===== config.mk =====
export PLATFORM = sky130hd
export DESIGN_NAME = jtag_scan_master
export DESIGN_NICKNAME = d
export VERILOG_FILES = /design/src/rtl/jtag_scan_master.sv
export SDC_FILE = /design/constraint.sdc
export NUM_CORES = 1
export LEC_CHECK = 0
export CAP_MARGIN = 10
export CORE_MARGIN = 4
export CORE_UTILIZATION = 49
export CTS_CLUSTER_SIZE = 20
export DETAILED_ROUTE_END_ITERATION = 8
export PLACE_DENSITY = 0.76
export SYNTH_ARGS = -nofsm -noshare
export SYNTH_HDL_FRONTEND = slang
export SYNTH_SLANG_ARGS = --single-unit

===== constraint.sdc =====
create_clock -name clk -period 2.3 [get_ports clk]
set_input_delay 0.23 -clock clk [delete_from_list [all_inputs] [get_ports clk]]
set_output_delay 0.23 -clock clk [all_outputs]
set_load 0.02 [all_outputs]

===== src/rtl/jtag_scan_master.sv =====
// jtag_scan_master: host-side JTAG initiator that runs TAP reset, IR scans and DR scans.
// Ports:
//   clk, rst_n           system clock, asynchronous active-low reset
//   cmd_valid/cmd_ready  command handshake; cmd_ready is high only while idle in RTI
//   cmd_type             0 TAP reset, 1 IR scan, 2 DR scan, 3 handled as TAP reset
//   cmd_len/cmd_data     scan length (clamped to MAX_LEN) and TDI bits, bit0 first
//   rsp_valid/rsp_data   one-cycle completion pulse with the captured TDO bits, bit0 first
//   busy                 high from acceptance through the rsp_valid cycle
//   tck/tms/tdi/tdo      JTAG pins; tck idles low
//   tap_state            tracked 1149.1 TAP state
module jtag_scan_master #(
    parameter int MAX_LEN = 32,
    parameter int TCK_DIV = 2
) (
    input  logic               clk,
    input  logic               rst_n,
    input  logic               cmd_valid,
    output logic               cmd_ready,
    input  logic [1:0]         cmd_type,
    input  logic [5:0]         cmd_len,
    input  logic [MAX_LEN-1:0] cmd_data,
    output logic               rsp_valid,
    output logic [MAX_LEN-1:0] rsp_data,
    output logic               busy,
    output logic               tck,
    output logic               tms,
    output logic               tdi,
    input  logic               tdo,
    output logic [3:0]         tap_state
);
    localparam int IW = $clog2(MAX_LEN);
    localparam int CW = (TCK_DIV > 1) ? $clog2(TCK_DIV) : 1;
    typedef enum logic [2:0] {INIT, IDLE, PRE, SHIFT, POST, DONE} mstate_t;
    mstate_t state, state_next;
    logic [5:0] idx, idx_next, len;
    logic [CW-1:0] cnt;
    logic [1:0] typ;
    logic [MAX_LEN-1:0] data, cap;
    logic [5:0] pre_tms;
    logic [2:0] pre_last;
    logic run, edge_end, rise, fall, accept, rst_seq;

    function automatic logic [3:0] tap_next(input logic [3:0] s, input logic m);
        case (s)
            4'd0:    tap_next = m ? 4'd0  : 4'd1;
            4'd1:    tap_next = m ? 4'd2  : 4'd1;
            4'd2:    tap_next = m ? 4'd9  : 4'd3;
            4'd3:    tap_next = m ? 4'd5  : 4'd4;
            4'd4:    tap_next = m ? 4'd5  : 4'd4;
            4'd5:    tap_next = m ? 4'd8  : 4'd6;
            4'd6:    tap_next = m ? 4'd7  : 4'd6;
            4'd7:    tap_next = m ? 4'd8  : 4'd4;
            4'd8:    tap_next = m ? 4'd2  : 4'd1;
            4'd9:    tap_next = m ? 4'd0  : 4'd10;
            4'd10:   tap_next = m ? 4'd12 : 4'd11;
            4'd11:   tap_next = m ? 4'd12 : 4'd11;
            4'd12:   tap_next = m ? 4'd15 : 4'd13;
            4'd13:   tap_next = m ? 4'd14 : 4'd13;
            4'd14:   tap_next = m ? 4'd15 : 4'd11;
            default: tap_next = m ? 4'd2  : 4'd1;
        endcase
    endfunction

    // A TCK period ends on the clk edge where tck falls; sequence steps advance there
    assign run      = state inside {INIT, PRE, SHIFT, POST};
    assign edge_end = run && cnt == CW'(TCK_DIV - 1);
    assign rise     = edge_end && !tck;
    assign fall     = edge_end && tck;
    assign cmd_ready = state == IDLE && !rsp_valid;
    assign accept   = cmd_valid && cmd_ready;
    assign busy     = (state inside {PRE, SHIFT, POST, DONE}) || rsp_valid;

    // INIT and TAP-reset commands share the five-ones-then-zero TMS walk
    assign rst_seq  = state == INIT || typ == 2'd0;
    assign pre_tms  = rst_seq ? 6'b011111 : (typ == 2'd1 ? 6'b000011 : 6'b000001);
    assign pre_last = rst_seq ? 3'd5 : (typ == 2'd1 ? 3'd3 : 3'd2);

    // tms/tdi decode from registers that only move at the start of a low phase
    assign tms = state == SHIFT ? idx == len - 6'd1 :
                 state == POST  ? idx == 6'd0 :
                 (state == INIT || state == PRE) ? pre_tms[idx[2:0]] : 1'b0;
    assign tdi = state == SHIFT && data[idx[IW-1:0]];

    always_ff @(posedge clk or negedge rst_n) begin
        if (!rst_n) begin
            state <= INIT;
            idx   <= '0;
        end else begin
            state <= state_next;
            idx   <= idx_next;
        end
    end

    always_comb begin
        state_next = state;
        idx_next   = idx;
        case (state)
            INIT: if (fall) begin
                idx_next = idx + 6'd1;
                if (idx[2:0] == pre_last) begin
                    state_next = IDLE;
                    idx_next   = '0;
                end
            end
            IDLE: if (accept) begin
                idx_next   = '0;
                state_next = (cmd_type inside {2'd1, 2'd2} && cmd_len == 6'd0) ? DONE : PRE;
            end
            PRE: if (fall) begin
                idx_next = idx + 6'd1;
                if (idx[2:0] == pre_last) begin
                    state_next = typ == 2'd0 ? DONE : SHIFT;
                    idx_next   = '0;
                end
            end
            SHIFT: if (fall) begin
                idx_next = idx + 6'd1;
                if (idx == len - 6'd1) begin
                    state_next = POST;
                    idx_next   = '0;
                end
            end
            POST: if (fall) begin
                idx_next = idx + 6'd1;
                if (idx == 6'd1) state_next = DONE;
            end
            default: state_next = IDLE;
        endcase
    end

    always_ff @(posedge clk or negedge rst_n) begin
        if (!rst_n) begin
            cnt       <= '0;
            tck       <= 1'b0;
            tap_state <= 4'd0;
            typ       <= 2'd0;
            len       <= '0;
            data      <= '0;
            cap       <= '0;
            rsp_valid <= 1'b0;
            rsp_data  <= '0;
        end else begin
            rsp_valid <= state == DONE;
            if (state == DONE) rsp_data <= cap;
            if (accept) begin
                typ  <= cmd_type == 2'd3 ? 2'd0 : cmd_type;
                len  <= cmd_len > 6'(MAX_LEN) ? 6'(MAX_LEN) : cmd_len;
                data <= cmd_data;
                cap  <= '0;
                cnt  <= '0;
            end else if (run) begin
                cnt <= edge_end ? '0 : cnt + 1'b1;
            end
            if (edge_end) tck <= !tck;
            if (rise) begin
                tap_state <= tap_next(tap_state, tms);
                if (state == SHIFT) cap[idx[IW-1:0]] <= tdo;
            end
        end
    end
endmodule


==> results of run 1 <==
layout make-up:
type / count / area (um^2)
timing repair buffer: 139 / 1320
clock inverter: 7 / 71.3
tap: 143 / 179
multi-input combinational: 433 / 2840
sequential: 120 / 3010
inverter: 18 / 67.6
clock buffer: 23 / 478
fill: 880 / 3700
path summary, 6_finish.rpt:
kind / depth (start not counted) / startpoint / to / slack (ns)
worst min-delay path: 2 / rst_n / rsp_data[19]$_DFFE_PN0P_ / 0.24
worst max register to register: 7 / idx[2]$_DFFE_PN0P_ / state[0]$_DFFE_PN0P_ / 0.02
min in group clk: 3 / cmd_len[3] / len[3]$_DFFE_PN0P_ / 0.42
worst min register to register: 2 / rsp_data[24]$_DFFE_PN0P_ / rsp_data[24]$_DFFE_PN0P_ / 0.47
max in group asynchronous: 3 / rst_n / tck$_DFFE_PN0P_ / 1.41
worst max-delay path: 5 / idx[0]$_DFFE_PN0P_ / tdi / -0.03
timing repair:
action | 4_1_cts | 5_1_grt
endpoints found under the setup margin | 5 | 12
resized for setup | 24 | 21
setup buffers | 2 | 2
hold buffers | 1 | 0
hold endpoints to repair | 15 | 0
pin swaps | 7 | 12
sequential cells by signal, summed over array words and instances, names as in the netlist:
| register | cells |
|---|---|
| cap | 32 |
| tap_state | 4 |
| rsp_data | 32 |
| state | 3 |
| cnt | 1 |
| tck | 1 |
| rsp_valid | 1 |
| idx | 6 |
| typ | 2 |
| data | 32 |
| len | 6 |
per-stage QoR:
step,utilization,instances,cell area [um^2]
6_report,0.683,883,7960
4_1_cts,0.674,881,7860
3_5_place_dp,0.619,849,7220
5_1_grt,0.683,883,7960
2_1_floorplan,-,608,5960
3_3_place_gp,0.619,849,7220
cells in the final DEF (no fill, tap or decap), types with 3 or more instances in the layout:
cell and count:
o21ai_0 17, a21o_1 4, nor3_1 11, a31oi_1 5, o211ai_1 28, o21ai_2 3
nor2_1 20, buf_6 3, clkinvlp_4 3, clkbuf_1 3, buf_12 4, nand2_1 157
nand3_1 46, xor2_1 5, and2_1 6, mux2_2 35, a22o_1 3, dfrtp_1 117
nand2b_1 8, o22ai_1 3, mux4_2 8, inv_1 16, nand4_1 4, clkbuf_16 17
clkdlybuf4s50_1 80, xnor2_1 4, a21oi_1 6, buf_4 49, dfrtp_2 3, clkbuf_8 3
ha_1 7
kinds of logic after synthesis:
logic type / count (synthesis)
flops: 120
buf+inv: 55
fa+ha+maj: 8
xor+xnor: 9
compound gates: 96
simple gates: 274
mux: 46
where the power goes:
part           internal (W)  leakage, nW  switching, W
Sequential          0.00259         1.58      0.000408
Clock               0.00155        0.261      0.000915
Combinational       0.00186         1.92       0.00186
per-layer routing:
metal | vias up | wire length (um) | GRT usage
met5 | - | 0 | 0
met4 | 0 | 214 | 0.0733
met3 | 26 | 832 | 0.0578
met2 | 171 | 7640 | 0.374
met1 | 2448 | 6160 | 0.266
li1 | 2372 | - | -
==> run metrics, run 1 <==
status finished, violations left; failing checks negative setup slack; I/O pin cnt 86; Sink Count 120; Overall Power 0.00919 W; drt first pass iters 7; core outline area 11,700 um^2; vias in the first global route 5,130; most common cell in the netlist nand2_1; layout cells sized above 1 0.216; Top delay family on crit path compound AO/OA/AOI/OAI gates; Synth area leader dfrtp_1; fin crit period 2.33 ns; Power Density 1150 nW/um^2; Vias/cell 5.68; antenna violations before repair 0; FFs w/ async S/R, synth 1.00; Simple-Gate Fraction of Synth Area 0.206; Yosys warnings 0; max-cap violations 0; clk slew on worst S/H paths 0.05 ns; final hold slack 0.244 ns; WS Path Type reg2out; TritonCTS clock tree yes; area share of fa/ha/maj cells after synthesis 0.0168; Starting Density 0.511; synth cell count leaders 158 x nand2_1, 120 x dfrtp_1, 46 x nand3_1; EDFF count, synth 0; RSZ-0062 raised after global routing yes; worst slack, placed -0.171 ns; Area Growth Syn to Fin 33.7%; top_reg_cell synth dfrtp_1; top post-synthesis cells by area dfrtp_1 50%, nand2_1 10%, mux2_2 6.6%, nand3_1 3.9%, o211ai_1 3.5%; Max stage delay on crit path 0.52 ns; Syn Area/Cell 9.79 um^2; sequential element share of the synthesized area 0.504; crit-path cells mux4_2 > a22o_1 > a221oi_2 > a31oi_1 > buf_4; I/O Buffers 85; nets@finish 781; post-synthesis mux area share 0.102; routability congestion estimate 0.867; Syn Inst Count 608; Detailed Place HPWL 10,000 um; root buf cell clkbuf_16; first-pass GRT wire length 24,800 um; Slew HR 0.582; skew final 0.00603 ns; largest net degree at the start of global routing 78; violation count after the first detailed-route iteration 353; Total Wirelength 14,800 um; slowest CP cell mux4_2; Crit path arrival time 2.10 ns; HP Class in2async; Fmax 429 MHz; Buffers & Inverters on Critical Path 1; Worst-Skew Late Latency 0.41 ns; worst-case clock buffer depth 2; Die Y 118 um; DR WL/cell 16.8 um; Least-Margin Pin Slew 0.625 ns; maximum vdd drop 0.778 mV; Post-DRT Antenna Nets 0; Tcrit/Tclk final 1.01; Final Hold Violating Endpoints 0; Overall Global Routing Usage 0.217; XOR/XNOR Fraction of Synth Area 0.0132; drt drc 0; Seq cells post-synth 120; antenna diode count 0; Crit path required time 2.07 ns; htree depth 4; die area 14,000 um^2; Die W 118 um; grt ovf 0; Core Rows 39; Crit. End Element primary output; largest family of logic cells by synthesized area simple AND/OR/NAND/NOR gates; Final Max Tran Viols 0; Synth Area in Compound Gates 0.116; setup ws final -0.0314 ns; synth unique cells 67; setup TNS -0.0480 ns; final setup violation count 2; Lkg Pwr 3.75 nW; CP max FO 6; CP startpoint kind flip-flop; DR vias 5,017; Num CTS Buffers 17; cell area after synthesis 5950 um^2; Yosys top cell area share 0.504; syn nets 660
No activity file was read; power rests on OpenSTA's default activity.
==> run 2, diff against run 1 <==
CAP_MARGIN = 20   (was 10)
==> results of run 2 <==
Same layout as run 1: the final DEF is identical, and so are final timing and power.
